==> config.mk <==
export PLATFORM = sky130hd
export DESIGN_NAME = mux_tree_pipe
export DESIGN_NICKNAME = d
export VERILOG_FILES = /design/src/rtl/mux_tree_pkg.sv /design/src/rtl/mux_tree_seg.sv /design/src/rtl/mux_tree_pipe.sv
export SDC_FILE = /design/constraint.sdc
export NUM_CORES = 1
export LEC_CHECK = 0
export ABC_AREA = 1
export ABC_CLOCK_PERIOD_IN_PS = 3400
export CELL_PAD_IN_SITES_DETAIL_PLACEMENT = 1
export CELL_PAD_IN_SITES_GLOBAL_PLACEMENT = 2
export CORE_ASPECT_RATIO = 1.4
export CORE_MARGIN = 4
export CORE_UTILIZATION = 19
export CTS_BUF_LIST = sky130_fd_sc_hd__clkbuf_2
export CTS_CLUSTER_DIAMETER = 30
export CTS_CLUSTER_SIZE = 16
export DETAILED_ROUTE_END_ITERATION = 10
export PLACE_DENSITY = 0.93
export SYNTH_ARGS = -nofsm -noshare
export SYNTH_HDL_FRONTEND = slang
export SYNTH_HIERARCHICAL = 1
export SYNTH_SLANG_ARGS = --single-unit
export TNS_END_PERCENT = 5
==> constraint.sdc <==
create_clock -name clk -period 3.4 [get_ports clk]
set_clock_uncertainty 0.05 [all_clocks]
set_input_delay 0.68 -clock clk [delete_from_list [all_inputs] [get_ports clk]]
set_output_delay 0.68 -clock clk [all_outputs]
set_load 0.02 [all_outputs]
==> src/rtl/mux_tree_pkg.sv <==
// mux_tree_pkg: sizing helpers and the per-stage control bundle
// shared by the pipelined mux tree (mux_tree_pipe, mux_tree_seg).
package mux_tree_pkg;

  localparam int SEL_MAX = 32;

  typedef struct packed {
    logic               valid;
    logic               err;
    logic [SEL_MAX-1:0] sel_rem;
  } stage_ctl_t;

  function automatic int num_stages(
    input int sel_w,
    input int stage_lvls
  );
    return (sel_w + stage_lvls - 1) / stage_lvls;
  endfunction

  function automatic int pad_leaves(input int n_in);
    return 1 << $clog2(n_in);
  endfunction

endpackage

==> src/rtl/mux_tree_seg.sv <==
// mux_tree_seg: combinational LVLS-level 2:1 reduction of NODES
// channels; level k picks odd/even pairs with sel[k], LSB first.
// Ports: d (NODES*DATA_W), sel (LVLS), q ((NODES>>LVLS)*DATA_W).
module mux_tree_seg
  import mux_tree_pkg::*;
#(
  parameter int NODES  = 8,
  parameter int LVLS   = 3,
  parameter int DATA_W = 1
) (
  input  logic [NODES*DATA_W-1:0]          d,
  input  logic [LVLS-1:0]                  sel,
  output logic [(NODES>>LVLS)*DATA_W-1:0]  q
);

  for (genvar k = 0; k <= LVLS; k++) begin : g_lv
    localparam int NK = NODES >> k;
    logic [NK*DATA_W-1:0] n;
    if (k == 0) begin : g_in
      assign n = d;
    end else begin : g_red
      for (genvar j = 0; j < NK; j++) begin : g_node
        assign n[j*DATA_W +: DATA_W] = sel[k-1]
          ? g_lv[k-1].n[(2*j+1)*DATA_W +: DATA_W]
          : g_lv[k-1].n[(2*j)*DATA_W +: DATA_W];
      end
    end
  end

  assign q = g_lv[LVLS].n;

endmodule

==> src/rtl/mux_tree_pipe.sv <==
// mux_tree_pipe: pipelined N_IN:1 selector, a register slice every
// STAGE_LVLS tree levels, valid/ready on both ends.
// Ports: clk, rst (sync, active high); in_data/in_sel/in_valid ->
// in_ready; out_data/out_valid/out_err <- out_ready.
// Option: define MUX_TREE_PIPE_SEL_ERR_EN to flag in_sel >= N_IN
// on out_err; otherwise out_err is tied low.
module mux_tree_pipe
  import mux_tree_pkg::*;
#(
  parameter  int N_IN       = 512,
  parameter  int DATA_W     = 1,
  parameter  int STAGE_LVLS = 3,
  localparam int SEL_W      = $clog2(N_IN)
) (
  input  logic                   clk,
  input  logic                   rst,
  input  logic [N_IN*DATA_W-1:0] in_data,
  input  logic [SEL_W-1:0]       in_sel,
  input  logic                   in_valid,
  output logic                   in_ready,
  output logic [DATA_W-1:0]      out_data,
  output logic                   out_valid,
  input  logic                   out_ready,
  output logic                   out_err
);

  localparam int NP = pad_leaves(N_IN);
  localparam int P  = num_stages(SEL_W, STAGE_LVLS);

  logic [NP*DATA_W-1:0] leaves;
  logic [P:0]           en;
  logic [P-1:0]         vld;
  stage_ctl_t           ctl_in;

  if (NP > N_IN) begin : g_pad
    assign leaves = {{((NP-N_IN)*DATA_W){1'b0}}, in_data};
  end else begin : g_nopad
    assign leaves = in_data;
  end

  always_comb begin
    ctl_in = '0;
    ctl_in.valid = in_valid;
    ctl_in.sel_rem[SEL_W-1:0] = in_sel;
`ifdef MUX_TREE_PIPE_SEL_ERR_EN
    ctl_in.err = {1'b0, in_sel} >= (SEL_W+1)'(N_IN);
`endif
  end

  // A stage may load when empty or when its successor loads too.
  always_comb begin
    en = '0;
    en[P] = out_ready;
    for (int s = P - 1; s >= 0; s--) begin
      en[s] = !vld[s] || en[s+1];
    end
  end

  assign in_ready = en[0];

  for (genvar s = 0; s < P; s++) begin : g_st
    localparam int LO = s * STAGE_LVLS;
    localparam int LV = (SEL_W - LO < STAGE_LVLS)
                      ? SEL_W - LO : STAGE_LVLS;
    localparam int NI = NP >> LO;
    localparam int NO = NI >> LV;

    stage_ctl_t           c_in;
    logic [NI*DATA_W-1:0] d_in;
    logic [NO*DATA_W-1:0] d_nx;
    logic [NO*DATA_W-1:0] d_q;
    logic [SEL_MAX-1:0]   r_q;
    logic                 v_q;
    logic                 e_q;

    if (s == 0) begin : g_head
      assign c_in = ctl_in;
      assign d_in = leaves;
    end else begin : g_link
      assign c_in = '{
        valid:   g_st[s-1].v_q,
        err:     g_st[s-1].e_q,
        sel_rem: g_st[s-1].r_q
      };
      assign d_in = g_st[s-1].d_q;
    end

    mux_tree_seg #(
      .NODES  (NI),
      .LVLS   (LV),
      .DATA_W (DATA_W)
    ) u_seg (
      .d   (d_in),
      .sel (c_in.sel_rem[LV-1:0]),
      .q   (d_nx)
    );

    assign vld[s] = v_q;

    always_ff @(posedge clk) begin
      if (rst) begin
        v_q <= 1'b0;
      end else if (en[s]) begin
        v_q <= c_in.valid;
      end
    end

`ifdef MUX_TREE_PIPE_SEL_ERR_EN
    always_ff @(posedge clk) begin
      if (rst) begin
        e_q <= 1'b0;
      end else if (en[s]) begin
        e_q <= c_in.err;
      end
    end
`else
    logic unused_err;
    assign unused_err = c_in.err;
    assign e_q = 1'b0;
`endif

    // Payload and consumed-sel shift register: no reset needed.
    always_ff @(posedge clk) begin
      if (en[s]) begin
        d_q <= d_nx;
        r_q <= c_in.sel_rem >> LV;
      end
    end
  end

  assign out_valid = vld[P-1];
  assign out_data  = g_st[P-1].d_q;
  assign out_err   = g_st[P-1].e_q;

  logic unused_rem;
  assign unused_rem = ^g_st[P-1].r_q;

endmodule

# Word level (Yosys, flattened, before mapping)

Cells that the tools add are included.

Equal/unequal tests: 0
Bitwise logic cells: 0
Multiply operators: 0
Div/mod/pow operators: 0
Muxes and demuxes: 511
Shift-type cells: 0
$lt $le $gt $ge: 0
$add $sub $neg: 0
Reductions and logical operators: 6

Operators by type and width:

| operator           | count |
|---|---|
| $mux W1            | 511 |
| $logic_not A1 Y1   | 3 |
| $logic_or A1 B1 Y1 | 3 |

Latch bits: 0
Input port bits: 525
Memories: 0
Flip-flop bits (word level): 85
Bits in read-only memories: 0
RAM bits: 0

# Longest topological paths before layout

Gate-level depths: netlist of the first run.

Word-level depth: 4
Depth in mapped cells: 9
Mapped depth without buffers: 6

# Cells and area by module

Netlist of the first run, hierarchy kept.

By module, submodules not included:

| module                        | times used | area each (um^2) | cells an instance |
|---|---|---|---|
| mux_tree_seg at g_st[0].u_seg | 1          | 6979.2           | 1701 |
| mux_tree_pipe                 | 1          | 2585.0           | 97 |
| mux_tree_seg at g_st[1].u_seg | 1          | 933.4            | 214 |
| mux_tree_seg at g_st[2].u_seg | 1          | 110.1            | 28 |

# Least setup slack after synthesis of the first run

OpenSTA, ideal clock, no wires.

Path type: input -> register
Start point: in out_ready
End point: reg g_st[0].d_q[0], enable pin
Setup time: 803 ps
Arrival time: 2057 ps
Stages on the path: 2
Buffers on the path: 0
Data required time: 2547 ps
Path slack: 490 ps
Cell sequence: inv_1 -> nand4_2

Longest elaborated chain between the ends: 3

Ends and longest elaborated chain:

| what                             | line                 | RTL |
|---|---|---|
| start, declared                  | mux_tree_pipe.sv:23  | `input logic out_ready,` |
| $logic_or A1 B1 Y1 (3 in series) | mux_tree_pipe.sv:55  | `en[s] = !vld[s] \|\| en[s+1];` |
| net in_ready                     | mux_tree_pipe.sv:20  | `output logic in_ready,` |
| end signal, assigned             | mux_tree_pipe.sv:125 | `d_q <= d_nx;` |
| end, declared                    | mux_tree_pipe.sv:71  | `logic [NO*DATA_W-1:0] d_q;` |

The timed path passes the listed nets, and every way through them passes these cells.
A chain may end at the register's enable or synchronous reset.

# Final worst setup path of the first run

Start point: in out_ready
End point: out in_ready

Longest elaborated chain between the ends: 3

Ends and longest elaborated chain:

| what                             | line |
|---|---|
| $logic_or A1 B1 Y1 (3 in series) | mux_tree_pipe.sv:55 |
| end, declared                    | mux_tree_pipe.sv:20 |

Every way passes these cells.

==> flow_summary_export.csv, run 1 <==
group,metric,value,unit
status,outcome,"complete, no violations",
yosys,synth_top_area_frac,0.333,
power_and_ir_drop,ir_drop,0.0961,mV
global_route,grt_max_degree,129,
drt,first_pass_iters,4,
drt,vias,13000,
die,start_util,0.192,
timing,rsz0062_at_grt,"false",
worst_setup_path,criticalPathCategory,"in -> out",
yosys,synthTopCellsByArea,"nand2_1 33%, edfxtp_1 23%, inv_1 21%, nand3_1 14%, buf_6 3.0%",
worst_setup_path,rr_worst_depth,5,
worst_setup_path,required,2.67,ns
drt,ant_nets,0,
timing,tightest_slew,0.997,ns
clock_network,clock_path_buffers,2,
die,rows,102,
power_and_ir_drop,power_density,207,nW/um^2
yosys,synth.most_common_cell,"nand2_1",
min_path,worstHoldStart,"g_st[0].r_q[5]",
cells_and_area,syn_to_final_growth,54.9,%
placed_design,hpwl,38.9,mm
yosys,syn_nets,2565,
placed_design,port_buffers,527,
cells_and_area,nets,3013,
worst_setup_path,crit_chain,"clkdlybuf4s50_1, inv_1, nand4_4, clkdlybuf4s50_1",
die,die_area,59700,sq um
cells_and_area,register_area,2520,sq um
worst_setup_path,setup.worst_path.start,"out_ready",
yosys,synth_edf_count,82,
die,chipHeight,288,um
clock_network,numCtsBuffers,9,
yosys,synth_area,10600,sq um
timing,finalHoldViolCount,0,
timing,setup_viol,0,
placed_design,dpl-instance-area,16300,sq um
clock_network,cts-resized-gates,0,
worst_setup_path,crit_path_end,"in_ready",
global_route,grt_pass1_wl,76.0,mm
power_and_ir_drop,power.total,3.40,mW
global_route,antenna_found_initial,15,
timing,relSlewSlack,0.335,
yosys,yosysTopAreaCell,"nand2_1",
worst_setup_path,critPathSlowestCell,"clkdlybuf4s50_1",
cells_and_area,multi_input_area,5100,sq um
yosys,netlist_instances,2040,
clock_network,htree_levels,3,
die,ios,529,
power_and_ir_drop,leakagePower,9.45,nW
yosys,ys_types,17,
worst_setup_path,critPathMaxFanout,3,
cells_and_area,fin_area,16400,sq um
timing,setup_tns,0,ns
placed_design,gp_congestion,0.840,
yosys,ys.flop_type,"edfxtp_1",
cells_and_area,drive_gt1_frac,0.0225,
yosys,synth-seq-cells,85,
die,core,55300,sq um
global_route,grt_pass1_vias,13800,
yosys,ys_warn_count,6,
die,die_w,208,um
drt,wl_per_cell,15.4,um
drt,vias_per_cell,4.03,
yosys,synth.avg_cell_area,5.20,sq um
worst_setup_path,cp_common_cell,"clkdlybuf4s50_1",
worst_setup_path,start_kind,"input pin",
clock_network,clkTransAtPathRegs,0.26,ns
global_route,grt_overflow,0,
drt,wl,49.9,mm
worst_setup_path,crit_path_max_incr_delay,0.61,ns
clock_network,post_cts.repair.setup_buffers,0,
yosys,ys_top_cells_by_count,"940 x nand2_1, 592 x inv_1, 293 x nand3_1",
timing,maxSlewViolCount,0,
drt,drt-initial-drc-count,503,
worst_setup_path,reg2reg_to,"g_st[1].d_q[1]",
clock_network,clock_sinks,85,
yosys,seq_area_frac_synth,0.238,
worst_setup_path,cp.arrival,1.92,ns
yosys,synthArstFlopShare,0,
global_route,track_usage,0.159,
worst_setup_path,worstSetupEndpointType,"output port",
clock_network,clk_latency,0.60,ns
clock_network,cts-root-buf,"clkbuf_2",
drt,drc_errors,0,
timing,min_period,2.65,ns
cells_and_area,final.fill_count,7298,
clock_network,hold_buffers,0,
timing,timing.fmax,377,MHz
clock_network,cts_tree,"built",
min_path,hold_path.class,"reg -> reg",
job,cap_violations,0,
worst_setup_path,r2r_slack,1.15,ns
timing,fin_crit_sh,0.780,
worst_setup_path,r2r_start,"g_st[0].r_q[1]",
## sequential cells by signal, summed over array words and instances, names as in the netlist
register,count
g_st.d_q,72
g_st.r_q,9
g_st.v_q,2
out_data,1
out_valid,1
## report_power, final
group	internal (mW)	leakage (nW)	switching (mW)	total [mW]
registers	1.27	0.917	0.0468	1.32
clock network	0.101	0.0630	0.409	0.510
logic	0.836	8.47	0.731	1.57
## kinds of logic after synthesis
family,synth area share
simple gates,0.478
other cells,0.000354
buf+inv,0.282
flops,0.238
compound gates,0.00142
## routing by layer
layer / routed length, um / up-vias / global-route usage
li1: - / 6713 / -
met1: 19600 / 5988 / 0.178
met4: 1060 / 2 / 0.0427
met2: 27300 / 291 / 0.311
met5: 13 / - / 0
met3: 1850 / 54 / 0.0246
## cell usage in the layout, fill, tap and decap left out, drive strengths merged
| master | n |
|---|---|
| a21oi | 3 |
| buf | 22 |
| clkbuf | 10 |
| clkdlybuf4s50 | 524 |
| clkinv | 3 |
| clkinvlp | 1 |
| conb | 1 |
| dfxtp | 3 |
| diode | 16 |
| edfxtp | 82 |
| inv | 600 |
| nand2 | 950 |
| nand3 | 293 |
| nand4 | 1 |
## metrics by stage
step | instances | util | worst slack [ns] | hold slack [ns]
6_report | 3237 | 0.297 | 0.749 | 0.415
5_1_grt | 3235 | 0.297 | 0.650 | 0.406
4_1_cts | 3221 | 0.297 | 0.663 | 0.411
3_5_place_dp | 3205 | 0.295 | 0.747 | 0.363
3_3_place_gp | 3205 | 0.295 | 0.748 | 0.360
2_1_floorplan | 2040 | - | 0.490 | 0.350
## layout make-up
cell class,count,area share
repair buffers,547,0.335
multi-input cells,1248,0.310
flip-flops and latches,85,0.154
inverters,597,0.137
well taps,728,0.0554
clock inverters,7,0.00297
clock buffers,9,0.00274
diodes,16,0.00244
## worst min-delay path by stage
| stage | endpoint | slack [ns] | cells past startpoint |
|---|---|---|---|
| after CTS | g_st[0].v_q | 0.41 | 3 |
| after detailed placement | g_st[1].r_q[2] | 0.36 | 0 |
| final | g_st[1].r_q[2] | 0.41 | 0 |
| after floorplan | g_st[1].r_q[0] | 0.35 | 0 |
| after global routing | g_st[0].r_q[1] | 0.41 | 1 |
| after global placement | g_st[1].r_q[0] | 0.36 | 0 |
## worst max-delay path: cells and delay by family
kind                   cells  cell delay (ns)
and+or+nand+nor            1             0.09
buffers and inverters      3             1.15
(Power assumes the default switching activity.)
==> run 2: changes to the inputs <==
Settings changed: ABC_CLOCK_PERIOD_IN_PS 3400 to 2200, CORE_UTILIZATION 19 to 17, PLACE_DENSITY 0.93 to 0.89.
Clock period 3.4 ns to 2.2 ns, I/O delays scaled along.
==> run 2 against run 1 <==
Critical path depth fell by 2. Via count decreased by 0.81%. Core utilization decreased by 2.5 points. Largest power group unchanged. Highest routed layer unchanged.
==> flow_summary_export.csv, run 2 (same netlist as run 1, synthesis figures left out) <==
group,metric,value,unit
status,outcome,"complete, no violations",
timing,maxSlewViolCount,0,
clock_network,clk_latency,0.64,ns
die,ios,529,
cells_and_area,register_area,2520,sq um
worst_setup_path,worstSetupEndpointType,"output port",
timing,timing.hold.ws,0.269,ns
worst_setup_path,cp.arrival,1.52,ns
worst_setup_path,critPathBufInv,1,
min_path,min_path_cells,1,
drt,wl_per_cell,15.1,um
die,start_util,0.171,
global_route,grt_max_degree,69,
worst_setup_path,reg2reg_to,"g_st[1].d_q[0]",
power_and_ir_drop,ir_drop,0.194,mV
timing,fin_crit_sh,0.913,
cells_and_area,largest_register_ffs,72,
drt,first_pass_iters,6,
die,die_area,66500,sq um
clock_network,htree_levels,3,
worst_setup_path,critPathSlowestCell,"dfxtp_1",
worst_setup_path,critPathMaxFanout,7,
placed_design,hpwl,40.2,mm
die,chipHeight,304,um
global_route,antenna_found_initial,14,
job,cap_violations,0,
worst_setup_path,cp_top_family,"flip-flops",
global_route,grt_pass1_vias,13100,
cells_and_area,utilization,0.273,
timing,relSlewSlack,0.622,
placed_design,gp_congestion,0.801,
worst_setup_path,criticalPathCategory,"reg -> out",
drt,vias,12900,
timing,rsz0062_at_grt,"false",
cells_and_area,top_register,"g_st.d_q",
timing,tightest_slew,0.567,ns
cells_and_area,mostFrequentLayoutCells,"940 x nand2_1, 591 x inv_1, 521 x clkdlybuf4s50_1",
placed_design,port_buffers,527,
worst_setup_path,r2r_slack,0.62,ns
drt,drt-initial-drc-count,443,
cells_and_area,top_regs,"g_st.d_q: 72 flops, g_st.r_q: 9 flops, g_st.v_q: 2 flops",
clock_network,cts_tree,"built",
global_route,grt_pass1_wl,74.6,mm
cells_and_area,syn_to_final_growth,59.0,%
cells_and_area,final_common_cell,"nand2_1",
timing,min_period,2.01,ns
global_route,grt_overflow,0,
worst_setup_path,required,1.71,ns
power_and_ir_drop,power_density,319,nW/um^2
cells_and_area,drive_gt1_frac,0.0314,
drt,drc_errors,0,
worst_setup_path,start_kind,"flop",
global_route,track_usage,0.146,
clock_network,clkTransAtPathRegs,0.27,ns
timing,setup_viol,0,
timing,finalHoldViolCount,0,
die,rows,108,
die,die_w,219,um
clock_network,clock_path_buffers,2,
worst_setup_path,crit_chain,"nand4_4, buf_4",
clock_network,numCtsBuffers,9,
timing,timing.fmax,498,MHz
timing,setup_tns,0,ns
die,core,61900,sq um
worst_setup_path,crit_path_max_incr_delay,0.43,ns
placed_design,dpl-instance-area,16700,sq um
cells_and_area,final.fill_count,8156,
power_and_ir_drop,power.total,5.38,mW
min_path,whs_endpoint,"g_st[0].r_q[3]",
cells_and_area,multi_input_area,5100,sq um
drt,wl,50.8,mm
clock_network,clock_sinks,85,
power_and_ir_drop,leakagePower,9.63,nW
min_path,hold_path.class,"in -> reg",
cells_and_area,nets,3036,
worst_setup_path,rr_worst_depth,6,
cells_and_area,fin_area,16900,sq um
drt,vias_per_cell,3.86,
worst_setup_path,r2r_start,"g_st[0].r_q[0]",
drt,ant_nets,0,
clock_network,cts-root-buf,"clkbuf_2",
min_path,worstHoldStart,"in_sel[6]",
run 2: area by class of cell:
class                   count  area share
multi-input cells        1248       0.302
clock buffers               9     0.00267
well taps                 825      0.0612
inverters                 597       0.134
repair buffers            570       0.345
flip-flops and latches     85       0.150
diodes                     11     0.00163
clock inverters             7     0.00386
run 2: power by group:
group / total (mW) / internal, mW / switching, mW
registers: 2.02 / 1.97 / 0.0502
clock network: 0.886 / 0.258 / 0.628
logic: 2.47 / 1.33 / 1.14
total: 5.38 / 3.56 / 1.82
run 2: worst register-to-register path, cell delays in order, from the launching register on:
cell and delay, ns:
edfxtp_1 0.50, inv_4 0.40, nand2_1 0.12, nand3_1 0.09, nand2_1 0.07, nand2_1 0.06, nand2_1 0.09
run 2: through the flow:
step | instances | worst slack [ns]
final | 3352 | 0.192
after global routing | 3351 | 0.0334
after detailed placement | 3324 | 0.268
after global placement | 3324 | 0.275
after CTS | 3341 | 0.0405
after floorplan | 2040 | 0.252
run 2: what timing repair did:
action,CTS,global route
endpoints found under the setup margin,3,0
hold buffers,1,0
gates resized for setup,4,0
setup buffers,0,0
hold endpoints to repair,3,0
run 2: worst max path at each step:
stage                     start             end  slack, ns  depth (start not counted)
global route        g_st[1].v_q        in_ready       0.03                          2
floorplan             out_valid  g_st[0].d_q[0]       0.25                          1
global placement      out_ready        in_ready       0.28                          4
finish              g_st[0].v_q        in_ready       0.19                          2
detailed placement    out_ready        in_ready       0.27                          4
CTS                 g_st[1].v_q        in_ready       0.04                          2
run 2: routing by layer:
| metal | vias up | track usage | wire (um) | share of wire |
|---|---|---|---|---|
| li1 | 6754 | - | - | - |
| met1 | 5862 | 0.164 | 20200 | 0.40 |
| met2 | 271 | 0.279 | 27300 | 0.54 |
| met3 | 49 | 0.0264 | 2280 | 0.045 |
| met4 | 6 | 0.0431 | 952 | 0.019 |
| met5 | - | 0 | 42 | 0.00083 |
